## src/rtl/soc_wb2sram_bridge.sv

```systemverilog
// Wishbone B3 slave driving a single-port SRAM whose read data is registered one cycle after the address.
// Define SOC_WB2SRAM_BURST_EN to compile in incrementing read bursts (BURST state, cti/bte decoding).
module soc_wb2sram_bridge #(
    parameter int unsigned AW            = 32,
    parameter int unsigned DW            = 32,
    parameter int unsigned WORD_AW       = AW - ((DW / 8) >> 1),
    parameter int unsigned MEM_SIZE_BYTE = 32768
) (
    input  logic               clk,
    input  logic               rst,
    input  logic [AW-1:0]      wb_adr_i,
    input  logic [DW-1:0]      wb_dat_i,
    input  logic [DW/8-1:0]    wb_sel_i,
    input  logic               wb_we_i,
    input  logic               wb_cyc_i,
    input  logic               wb_stb_i,
    input  logic [2:0]         wb_cti_i,
    input  logic [1:0]         wb_bte_i,
    output logic [DW-1:0]      wb_dat_o,
    output logic               wb_ack_o,
    output logic               wb_err_o,
    output logic               wb_rty_o,
    output logic               sram_ce,
    output logic               sram_we,
    output logic               sram_oe,
    output logic [WORD_AW-1:0] sram_waddr,
    output logic [DW-1:0]      sram_din,
    output logic [DW/8-1:0]    sram_sel,
    input  logic [DW-1:0]      sram_dout
);

    localparam int unsigned SW        = DW / 8;
    localparam int unsigned OFS       = SW >> 1;
    localparam int unsigned MEM_WORDS = MEM_SIZE_BYTE / SW;
    localparam logic [2:0]  CTI_INC   = 3'b010;

    typedef enum logic {IDLE, BURST} state_t;

    state_t             state_q, state_d;
    logic               ack_d, err_d;
    logic               ce_c, we_c, oe_c;
    logic [WORD_AW-1:0] waddr_c;
    logic [WORD_AW-1:0] req_addr;
    logic               req;
    logic               unused_c;

    function automatic logic in_range(input logic [WORD_AW-1:0] a);
        return 64'(a) < 64'(MEM_WORDS);
    endfunction

`ifdef SOC_WB2SRAM_BURST_EN
    logic [WORD_AW-1:0] burst_addr_q, burst_addr_d;
    logic [WORD_AW-1:0] last_addr_q, last_addr_d;

    // Wrapping bursts only advance the low bits selected by the mask; linear uses all bits.
    function automatic logic [WORD_AW-1:0] next_addr(input logic [WORD_AW-1:0] a,
                                                     input logic [1:0] bte);
        logic [WORD_AW-1:0] inc;
        logic [WORD_AW-1:0] mask;
        inc = a + WORD_AW'(1);
        case (bte)
            2'b01:   mask = WORD_AW'(3);
            2'b10:   mask = WORD_AW'(7);
            2'b11:   mask = WORD_AW'(15);
            default: mask = '1;
        endcase
        return (a & ~mask) | (inc & mask);
    endfunction
`endif

    assign req      = wb_cyc_i & wb_stb_i & ~wb_ack_o & ~wb_err_o;
    assign req_addr = wb_adr_i[OFS +: WORD_AW];
    assign unused_c = ^{wb_adr_i, wb_cti_i, wb_bte_i};

    // Next state, terminations and SRAM strobes
    always_comb begin
        state_d = state_q;
        ack_d   = 1'b0;
        err_d   = 1'b0;
        ce_c    = 1'b0;
        we_c    = 1'b0;
        oe_c    = 1'b0;
        waddr_c = req_addr;
`ifdef SOC_WB2SRAM_BURST_EN
        burst_addr_d = burst_addr_q;
        last_addr_d  = last_addr_q;
`endif
        case (state_q)
            IDLE: begin
                if (req) begin
                    if (in_range(req_addr)) begin
                        ce_c  = 1'b1;
                        we_c  = wb_we_i;
                        oe_c  = ~wb_we_i;
                        ack_d = 1'b1;
`ifdef SOC_WB2SRAM_BURST_EN
                        if (!wb_we_i && wb_cti_i == CTI_INC) begin
                            state_d      = BURST;
                            burst_addr_d = next_addr(req_addr, wb_bte_i);
                            last_addr_d  = req_addr;
                        end
`endif
                    end else begin
                        err_d = 1'b1;
                    end
                end
            end
`ifdef SOC_WB2SRAM_BURST_EN
            BURST: begin
                waddr_c = burst_addr_q;
                if (!wb_cyc_i) begin
                    state_d = IDLE;
                end else if (!wb_stb_i) begin
                    // The prefetch issued last cycle was never consumed; re-read it on resume.
                    if (wb_ack_o) burst_addr_d = last_addr_q;
                end else if (wb_ack_o && wb_cti_i != CTI_INC) begin
                    state_d = IDLE;
                end else if (!in_range(burst_addr_q)) begin
                    err_d   = 1'b1;
                    state_d = IDLE;
                end else begin
                    ce_c         = 1'b1;
                    oe_c         = 1'b1;
                    ack_d        = 1'b1;
                    burst_addr_d = next_addr(burst_addr_q, wb_bte_i);
                    last_addr_d  = burst_addr_q;
                end
            end
`endif
            default: state_d = IDLE;
        endcase
    end

    always_ff @(posedge clk or negedge rst) begin
        if (!rst) begin
            state_q  <= IDLE;
            wb_ack_o <= 1'b0;
            wb_err_o <= 1'b0;
        end else begin
            state_q  <= state_d;
            wb_ack_o <= ack_d;
            wb_err_o <= err_d;
        end
    end

`ifdef SOC_WB2SRAM_BURST_EN
    always_ff @(posedge clk or negedge rst) begin
        if (!rst) begin
            burst_addr_q <= '0;
            last_addr_q  <= '0;
        end else begin
            burst_addr_q <= burst_addr_d;
            last_addr_q  <= last_addr_d;
        end
    end
`endif

    // Strobes are gated by reset so an access in flight stops the instant reset asserts.
    assign sram_ce    = rst & ce_c;
    assign sram_we    = rst & we_c;
    assign sram_oe    = rst & oe_c;
    assign sram_waddr = waddr_c;
    assign sram_din   = wb_dat_i;
    assign sram_sel   = wb_sel_i;
    assign wb_dat_o   = sram_dout;
    assign wb_rty_o   = 1'b0;

endmodule

```

## config.mk

```make
export PLATFORM = sky130hd
export DESIGN_NAME = soc_wb2sram_bridge
export DESIGN_NICKNAME = d
export VERILOG_FILES = /design/src/rtl/soc_wb2sram_bridge.sv
export SDC_FILE = /design/constraint.sdc
export NUM_CORES = 1
export LEC_CHECK = 0
export ABC_AREA = 1
export CAP_MARGIN = 5
export CELL_PAD_IN_SITES_DETAIL_PLACEMENT = 1
export CELL_PAD_IN_SITES_GLOBAL_PLACEMENT = 1
export CORE_MARGIN = 4
export CORE_UTILIZATION = 10
export DETAILED_ROUTE_END_ITERATION = 6
export PLACE_DENSITY_LB_ADDON = 0.1
export SLEW_MARGIN = 25
export SYNTH_ARGS = -nofsm -noshare
export SYNTH_HDL_FRONTEND = slang
export SYNTH_SLANG_ARGS = --single-unit
```

## constraint.sdc

```tcl
create_clock -name clk -period 1.3 [get_ports clk]
set_clock_uncertainty 0.15 [all_clocks]
set_input_delay 0.39 -clock clk [delete_from_list [all_inputs] [get_ports clk]]
set_output_delay 0.39 -clock clk [all_outputs]
set_load 0.02 [all_outputs]
```

==> qor.txt <==
Placed cells - 193
PD cells - 540 nW/um2
Antenna Diode Count - 0
Int Pwr - 0.000391 W
H-tree lvl count - 1
Worst reg-to-reg setup slack - 0.09 ns
Tmin final - 1.82 ns
Initial Util - 0.105
Via Count - 546
PnR worst setup slack - -0.516 ns
Top-count cell post-synth - buf_4
Combinational share of power - 0.435
Total of max-cap violations - 0
Worst r2r src - wb_err_o
Die Y - 104 um
Post-Layout Cell Count - 200
Largest net degree at the start of global routing - 4
Worst EP arrival - 1.28 ns
Final Setup Violations - 6
Post-synth ARST share - 1.00
Mapped Cells - 132
Max Freq - 551 MHz
Clock Tree Root - clkbuf_8
Area Growth Syn to Fin - 8.34%
Vias per inst - 2.73
WHS Endpoint - wb_ack_o
Clk Latency, worst-skew pair - 0.21 ns
CTS tree - built
CP Class - input pin to output port
Hpwl dp - 1970 um
Yosys warns - 0
Synth top area share - 0.799
Hold path cells - 6
Final slew viol count - 0
Vias in the first global route - 584
Final hold violation count - 0
Switching Share - 0.280
Failing checks - negative setup slack
Total gr overflow - 0
DRT Pass-1 Iters - 2
Hold Crit Start - wb_adr_i[15]
Bufs on Longest Clock Path - 2
Global-route wire length before repair - 3250 um
Static Leak - 0.436 nW
Top FF cell, synth - dfrtp_1
Clock power share - 0.445
Initial DRC count - 1
Die X - 104 um
Post-route ant nets - 0
Distinct cells, synth - 11
GRT Util Overall - 0.0395
EDFF count, synth - 0
GP Congestion - 0.582
Syn Nets - 242
Crit end category - output port
Core ar. - 8890 um2
Syn avg cell area - 7.04 um2
Yosys top cell by area - buf_4
WL/cell - 11.2 um
RR Endpoint - wb_ack_o
Sequential share of the synthesized area - 0.0538
Worst min-delay path category - input pin to register
Data required time at the worst endpoint - 0.76 ns
Status - complete, but fails checks
Most common library cells after synthesis - buf_4, nor2_1, inv_1, nand2_1
P_sw - 0.000152 W
Net total in the final layout - 204
Cts bufs inserted - 3
Nature of the critical path startpoint - input pin
Synth Register Bits - 2
Share of layout cells above drive strength 1 - 0.815
Number of remaining DRC errors - 0
CP Max Fanout - 3
Synth area leaders - buf_4, dfrtp_1, nor2_1
Sink Count - 2
Initial antenna violation count - 0
Peak supply drop - 0.191 mV
Setup TNS - -1.81 ns
RSZ-0062 raised after global routing - true
FP Rows - 34
Synthesized area - 930 um2
Flop pwr share - 0.121
Die area - 10900 um2
I/O pins - 214
Final critical-path share of the clock period - 1.40
Clock Pin Slew Worst Setup and Hold Paths - 0.03 ns
IO Port Bufs - 43
Reg2Reg Depth - 6
Final wirelength - 2240 um
per-stage QoR:
step / total power, W / setup slack (ns) / hold slack (ns) / util / instance area (um2)
after floorplan: 0.000533 / -0.318 / -0.0556 / - / 965
after global placement: 0.000288 / -1.48 / 0.444 / 0.0961 / 855
after detailed placement: 0.000284 / -1.51 / 0.440 / 0.0961 / 855
after CTS: 0.000538 / -0.602 / 0.237 / 0.105 / 935
after global routing: 0.000581 / -0.598 / 0.479 / 0.113 / 1010
final: 0.000544 / -0.516 / 0.431 / 0.113 / 1010
metal layers:
layer  track usage  part of all wire  up-vias
met3        0.0267              0.21       40
met2        0.0540              0.44       78
met1        0.0268              0.24      214
met5             0                 0        -
met4        0.0693              0.12        0
li1              -                 -      214
final cells by class:
| type | instances | area (um2) |
|---|---|---|
| timing repair buffer | 56 | 539 |
| sequential | 2 | 50.0 |
| tap | 108 | 135 |
| inverter | 6 | 22.5 |
| clock buffer | 3 | 41.3 |
| multi-input combinational | 25 | 219 |
| fill | 1040 | 7880 |
how the worst max path moves through the flow:
stage                       from  endpoint  slack, ns
floorplan           wb_adr_i[25]   sram_oe      -0.32
detailed placement  wb_adr_i[25]   sram_we      -1.51
CTS                 wb_adr_i[17]   sram_we      -0.60
finish              wb_adr_i[30]   sram_we      -0.52
global route        wb_adr_i[30]   sram_oe      -0.60
global placement    wb_adr_i[25]   sram_we      -1.48
cells in the final DEF (no fill, tap or decap):
| cell type | Yosys | layout |
|---|---|---|
| clkdlybuf4s50_1 | 0 | 1 |
| inv_2 | 0 | 2 |
| dlymetal6s2s_1 | 0 | 1 |
| conb_1 | 1 | 1 |
| nand3b_1 | 1 | 1 |
| clkdlybuf4s15_2 | 0 | 4 |
| nand3_4 | 0 | 1 |
| dlygate4sd3_1 | 0 | 1 |
| nand2_2 | 1 | 5 |
| buf_6 | 0 | 27 |
| buf_8 | 0 | 2 |
| and3_4 | 0 | 1 |
| inv_1 | 6 | 4 |
| buf_4 | 99 | 6 |
| clkbuf_2 | 0 | 3 |
| clkbuf_8 | 0 | 3 |
| nor2_4 | 0 | 11 |
| clkdlybuf4s15_1 | 0 | 1 |
| nor2_2 | 2 | 2 |
| nand2_1 | 5 | 1 |
| nor2_1 | 13 | 2 |
| dfrtp_1 | 2 | 2 |
| dlygate4sd2_1 | 0 | 2 |
| buf_2 | 0 | 8 |
state kept, by name, indices dropped and copies added (netlist names):
signal,flops
wb_ack_o,1
wb_err_o,1
critical path, cell delays in order:
cell	delay [ns]
buf_8	0.10
nor2_4	0.09
nand2_2	0.06
nor2_4	0.12
nand2_2	0.07
nor2_4	0.11
nand3_4	0.12
nor2_4	0.10
buf_6	0.12
logic make-up after synthesis:
| kind of cell | Yosys count | synth area share |
|---|---|---|
| simple gates | 24 | 0.118 |
| other cells | 1 | 0.00403 |
| flops | 2 | 0.0538 |
| buf+inv | 105 | 0.824 |
power by group through the flow:
| stage | registers (W) | logic [W] | clock network (W) |
|---|---|---|---|
| finish | 0.0000656 | 0.000236 | 0.000242 |
| floorplan | 0.0000681 | 0.000465 | 0 |
| CTS | 0.0000658 | 0.000220 | 0.000253 |
| detailed placement | 0.0000661 | 0.000218 | 0 |
| global placement | 0.0000661 | 0.000221 | 0 |
| global route | 0.0000658 | 0.000254 | 0.000260 |
repair_timing:
item                       4_1_cts  5_1_grt
buffers inserted                 1        2
setup endpoints to repair       24        8
hold buffers                     0        1
gates cloned                     0        0
resized for setup              197       22
pin swaps                       18       17
hold endpoints to repair         0        2
Power figures use the tool's default switching activity.
